===== src/rtl/mips8_pkg.sv =====
// mips8_pkg: definitions shared by the 8-bit MIPS core front end.
//   - fetch FSM state encoding
//   - instruction field positions, also used by the decoder and the
//     sign_extend wiring
//   - instruction and memory byte widths
package mips8_pkg;

  localparam int INSTR_W = 16;
  localparam int BYTE_W  = 8;

  // Field positions inside the 16-bit instruction word
  localparam int OPC_HI = 15;
  localparam int OPC_LO = 12;
  localparam int RS_HI  = 11;
  localparam int RS_LO  = 9;
  localparam int RT_HI  = 8;
  localparam int RT_LO  = 6;
  localparam int IMM_HI = 5;
  localparam int IMM_LO = 0;

  typedef enum logic [1:0] {
    IDLE     = 2'd0,
    FETCH_HI = 2'd1,
    FETCH_LO = 2'd2
  } fetch_state_e;

endpackage : mips8_pkg


===== src/rtl/instr_fetch_unit.sv =====
// instr_fetch_unit: multicycle instruction fetch for the 8-bit MIPS core.
// Reads a 16-bit big-endian instruction as two bytes over an 8-bit
// req/ack memory port, holds it in the instruction register and slices it
// into fields. Owns the PC (with a load port for jumps/branches) and aborts
// a fetch whose memory does not answer within TIMEOUT cycles.
//
// Ports:
//   clk, reset          rising-edge clock, synchronous active-high reset
//   start               one-cycle fetch request (ignored while busy)
//   pc_we, pc_in        PC load; aborts an in-progress fetch
//   mem_req, mem_addr   byte read request / address (= pc)
//   mem_rdata, mem_ack  read data, valid in the one-cycle ack
//   pc                  current PC
//   instr               instruction register
//   opcode, rs, rt, imm6  field slices of instr
//   instr_valid         one-cycle pulse after a new instruction is latched
//   busy                fetch in progress
//   fetch_err           sticky timeout flag, cleared by start or reset
module instr_fetch_unit
  import mips8_pkg::*;
#(
  parameter logic [BYTE_W-1:0] RESET_PC = 8'h00,
  parameter int unsigned       TIMEOUT  = 15
) (
  input  logic               clk,
  input  logic               reset,
  input  logic               start,
  input  logic               pc_we,
  input  logic [BYTE_W-1:0]  pc_in,
  output logic               mem_req,
  output logic [BYTE_W-1:0]  mem_addr,
  input  logic [BYTE_W-1:0]  mem_rdata,
  input  logic               mem_ack,
  output logic [BYTE_W-1:0]  pc,
  output logic [INSTR_W-1:0] instr,
  output logic [3:0]         opcode,
  output logic [2:0]         rs,
  output logic [2:0]         rt,
  output logic [5:0]         imm6,
  output logic               instr_valid,
  output logic               busy,
  output logic               fetch_err
);

  // The abort fires in the cycle the counter would reach TIMEOUT, so
  // mem_req is held for at most TIMEOUT cycles without an ack.
  localparam logic [7:0] WAIT_LAST = 8'(TIMEOUT - 1);

  fetch_state_e       state_q, state_d;
  logic [BYTE_W-1:0]  pc_q, pc_d;
  logic [INSTR_W-1:0] instr_q, instr_d;
  logic [BYTE_W-1:0]  hi_q, hi_d;
  logic [7:0]         wait_q, wait_d;
  logic               valid_q, valid_d;
  logic               err_q, err_d;

  logic timeout_hit;
  assign timeout_hit = (wait_q == WAIT_LAST);

  // NOTE: every signal written here gets its default first, so no path
  // leaves a value unassigned and no latch is inferred.
  always_comb begin
    state_d = state_q;
    pc_d    = pc_q;
    instr_d = instr_q;
    hi_d    = hi_q;
    wait_d  = wait_q;
    valid_d = 1'b0;
    err_d   = err_q;

    if (pc_we) begin
      // PC load wins over everything: any fetch in flight is dropped. In
      // IDLE a simultaneous start fetches from the freshly loaded PC.
      pc_d   = pc_in;
      wait_d = '0;
      if (state_q == IDLE && start) begin
        state_d = FETCH_HI;
        err_d   = 1'b0;
      end else begin
        state_d = IDLE;
      end
    end else begin
      case (state_q)
        IDLE: begin
          if (start) begin
            state_d = FETCH_HI;
            err_d   = 1'b0;
            wait_d  = '0;
          end
        end
        FETCH_HI: begin
          if (mem_ack) begin
            hi_d    = mem_rdata;
            pc_d    = pc_q + 8'd1;
            wait_d  = '0;
            state_d = FETCH_LO;
          end else if (timeout_hit) begin
            err_d   = 1'b1;
            wait_d  = '0;
            state_d = IDLE;
          end else begin
            wait_d = wait_q + 8'd1;
          end
        end
        FETCH_LO: begin
          if (mem_ack) begin
            instr_d = {hi_q, mem_rdata};
            pc_d    = pc_q + 8'd1;
            valid_d = 1'b1;
            wait_d  = '0;
            state_d = IDLE;
          end else if (timeout_hit) begin
            err_d   = 1'b1;
            wait_d  = '0;
            state_d = IDLE;
          end else begin
            wait_d = wait_q + 8'd1;
          end
        end
        default: state_d = IDLE;
      endcase
    end
  end

  // NOTE: state is updated with non-blocking assignments so every register
  // samples the pre-edge values, independent of statement order.
  always_ff @(posedge clk) begin
    if (reset) begin
      state_q <= IDLE;
      pc_q    <= RESET_PC;
      instr_q <= '0;
      hi_q    <= '0;
      wait_q  <= '0;
      valid_q <= 1'b0;
      err_q   <= 1'b0;
    end else begin
      state_q <= state_d;
      pc_q    <= pc_d;
      instr_q <= instr_d;
      hi_q    <= hi_d;
      wait_q  <= wait_d;
      valid_q <= valid_d;
      err_q   <= err_d;
    end
  end

  assign busy        = (state_q != IDLE);
  assign mem_req     = busy;
  assign mem_addr    = pc_q;
  assign pc          = pc_q;
  assign instr       = instr_q;
  assign instr_valid = valid_q;
  assign fetch_err   = err_q;

  assign opcode = instr_q[OPC_HI:OPC_LO];
  assign rs     = instr_q[RS_HI:RS_LO];
  assign rt     = instr_q[RT_HI:RT_LO];
  assign imm6   = instr_q[IMM_HI:IMM_LO];

endmodule : instr_fetch_unit


===== config.mk =====
export PLATFORM = sky130hd
export DESIGN_NAME = instr_fetch_unit
export DESIGN_NICKNAME = d
export VERILOG_FILES = /design/src/rtl/mips8_pkg.sv /design/src/rtl/instr_fetch_unit.sv
export SDC_FILE = /design/constraint.sdc
export NUM_CORES = 1
export LEC_CHECK = 0
export BUFFER_PORTS_ARGS = -buffer_cell sky130_fd_sc_hd__buf_2
export CAP_MARGIN = 0
export CORE_MARGIN = 5
export CORE_UTILIZATION = 30
export CTS_BUF_LIST = sky130_fd_sc_hd__clkbuf_4 sky130_fd_sc_hd__clkbuf_8
export CTS_CLUSTER_SIZE = 8
export DETAILED_ROUTE_END_ITERATION = 8
export PLACE_DENSITY = 0.64
export SKIP_LAST_GASP = 1
export SLEW_MARGIN = 20
export SYNTH_ARGS = -nofsm -noshare
export SYNTH_HDL_FRONTEND = slang
export SYNTH_SLANG_ARGS = --single-unit

===== constraint.sdc =====
create_clock -name clk -period 4.8 [get_ports clk]
set_input_delay 0.24 -clock clk [delete_from_list [all_inputs] [get_ports clk]]
set_output_delay 0.24 -clock clk [all_outputs]
set_load 0.05 [all_outputs]

==> summary.md <==
| Metric | Value |
|---|---|
| Critical path's largest stage delay | `440 ps` |
| Synth cell types | `42` |
| EDFF count, synth | `0` |
| Asr flop ratio synth | `0%` |
| Critical Path RT | `5010 ps` |
| CTS tree | `yes` |
| Initial DRT Pass Iterations | `4` |
| DP HPWL | `3810 µm` |
| P_leak | `0.00106 µW` |
| IO Pins | `73` |
| Slew @ Worst Pin | `730 ps` |
| Minimum clock period | `1920 ps` |
| Power per cell area | `299 nW/µm²` |
| Crit-path cells | `inv_1, ha_1, and2_4, nand2_2, or3_1, a311oi_1` |
| Cts hold-fix bufs | `0` |
| Gr ovfl total | `0` |
| Type of the worst setup path | `reg2reg` |
| DIE AREA | `9020 µm²` |
| Input/output buffers | `72` |
| Hold slack | `187 ps` |
| Clock Path Buffers | `2` |
| Post-CTS Resized | `0` |
| Final Hold Fails | `0` |
| Root buf cell | `clkbuf_8` |
| Fmax | `522 MHz` |
| CTS Buf Count | `5` |
| H-tree Lvls | `2` |
| Inst Count DP | `400` |
| Arr. time, crit path | `2130 ps` |
| Min-delay worst type | `in2reg` |
| Max Fanout on Critical Path | `8` |
| Post-DR vias/cell | `4.62` |
| Fin. max-slew vios | `0` |
| RD Place Congestion | `0.788` |
| Ys flop type | `dfxtp_1` |
| First-pass GRT wire length | `8200 µm` |
| Setup TNS Final | `0 ps` |
| Synth area leader | `dfxtp_1` |
| Vias in the first global route | `1688` |
| CTS clk-pin slew, worst paths | `90 ps` |
| Worst setup EP type | `flip-flop` |
| CP max-delay cell | `ha_1` |
| Status | `finished clean` |
| Die Y | `95.0 µm` |
| Tcrit/Tclk final | `39.9%` |
| Clock Latency Late Sink | `300 ps` |
| # setup viols final | `0` |
| Routed length per instance | `12.3 µm` |
| Die Width | `95.0 µm` |
| Flops & latches, synth | `44` |
| RSZ-0062 raised after global routing | `no` |
| Setup Fix Bufs, Post-CTS | `0` |
| Most common cell in the synthesized netlist | `nand2_1` |
| Initial core utilization | `30.3%` |
| Max-capacitance violation count | `0` |
| Syn nets | `294` |
| Top cells by area, synth | `dfxtp_1 (41%), buf_4 (9.0%), nand2_1 (9.0%)` |
| Area of the mapped netlist | `2170 µm²` |
| Total core area | `7140 µm²` |
| Initial antenna violation count | `0` |
| Synthesized area per cell | `8.14 µm²` |
| VDD IR-drop max | `0.000113 V` |
| Clock sinks | `44` |
| # DRC | `0` |
| GRT Resource Usage Total | `11.5%` |
| Worst setup SP type | `flip-flop` |
| Slew HR | `51.4%` |
| Post-synthesis sequential area ratio | `40.7%` |
| DRT antenna net count | `0` |
| 1st-iter DRT viols | `32` |
| Nets | `336` |
| Layout cells sized above 1 | `27.8%` |
| Largest net degree at the start of global routing | `40` |
| Yosys top cell area share | `40.7%` |
| Final-layout fill cell count | `792` |
| Diodes inserted | `0` |
| Post-Route WL | `5010 µm` |
| DR vias | `1884` |
| Area grow syn2layout | `15.7%` |
| Ys Warns | `0` |
| Skew final | `5.26 ps` |
| Top cells by count, synth | `nand2_1 (52), dfxtp_1 (44), buf_4 (26)` |
| Cells after Synth | `266` |
| Finished Layout Cells | `408` |
| Row cnt | `31` |
-- where the power goes --
part	internal, µW	switching (µW)	total, µW
clock	117	131	248
combinational	32.8	85.6	118
sequential	373	9.70	383
total	522	227	749
-- logic make-up (layout without fill, tap and decap cells) --
| logic type | Yosys count | in the layout | synth area share (%) |
|---|---|---|---|
| simple gates | 109 | 109 | 23.1 |
| compound gates | 49 | 49 | 14.3 |
| flops | 44 | 44 | 40.7 |
| buf+inv | 44 | 87 | 12.4 |
| xor+xnor | 11 | 11 | 4.45 |
| fa+ha+maj | 7 | 7 | 4.04 |
| mux | 2 | 2 | 1.16 |
-- final timing paths --
check                                                 to  slack, ps  cells after the start               startpoint
worst max-delay path            mem_addr[4]$_SDFFE_PP0P_       2880                      6  state_q[1]$_SDFFE_PP0P_
worst min-delay path               instr[5]$_SDFFE_PP0P_        190                      3             mem_rdata[5]
worst max register to register  mem_addr[4]$_SDFFE_PP0P_       2880                      6  state_q[1]$_SDFFE_PP0P_
worst min register to register    instr[11]$_SDFFE_PP0P_        450                      2     hi_q[3]$_SDFFE_PP0P_
-- layer usage --
metal  vias up  GRT usage (%)  routed length [µm]
met5         -              0                   0
met4         0           2.88                  50
met3         6           4.22                 422
met2        64           17.6                2190
met1       855           15.3                2350
li1        959              -                   -
-- layout make-up --
class	count	area (µm²)	share of cell area (%)
Clock buffer	6	82.6	3.30
Multi-Input combinational cell	178	1020	40.6
Clock inverter	2	15.0	0.599
Tap cell	99	124	4.94
Inverter	7	26.3	1.05
Sequential cell	44	881	35.1
Timing Repair Buffer	72	360	14.4
-- worst max-delay path: cells and delay by family (launching register included) --
kind | cells | cell delay (ps)
adders and majority gates | 1 | 440
AOI/OAI and AO/OA | 1 | 270
and+or+nand+nor | 3 | 600
buffers and inverters | 1 | 90
DFF | 1 | 420
-- cells in the final DEF, fill, tap and decap left out, types with 2 or more instances in the layout --
cell type,netlist,final
buf_2,3,72
nand2_1,52,52
dfxtp_1,44,44
a21oi_1,25,25
nor2_1,18,18
nand3_1,13,13
xor2_1,8,8
inv_1,7,7
ha_1,7,7
clkbuf_8,0,6
and2_1,5,5
nand4_1,5,5
a211oi_1,5,5
a31oi_1,4,4
and3_1,3,3
xnor2_1,3,3
a22oi_1,2,2
nor3_1,2,2
nor2b_1,2,2
o22ai_1,2,2
a21boi_0,2,2
o2111ai_1,2,2
a311oi_1,2,2
clkinvlp_4,0,2
-- per-stage QoR --
stage / power [µW] / instance area (µm²) / setup WS, ps / util (%)
finish: 749 / 2510 / 2880 / 35.1
global route: 787 / 2510 / 2750 / 35.1
CTS: 760 / 2510 / 2870 / 35.1
detailed placement: 511 / 2410 / 2840 / 33.7
global placement: 510 / 2410 / 2930 / 33.7
floorplan: 485 / 2170 / 3120 / -
-- state kept, by name, summed over array words and instances, names as in the netlist --
signal       flops
fetch_err        1
hi_q             8
instr           16
instr_valid      1
mem_addr         8
state_q          2
wait_q           8
No activity file was read; power rests on OpenSTA's default activity.
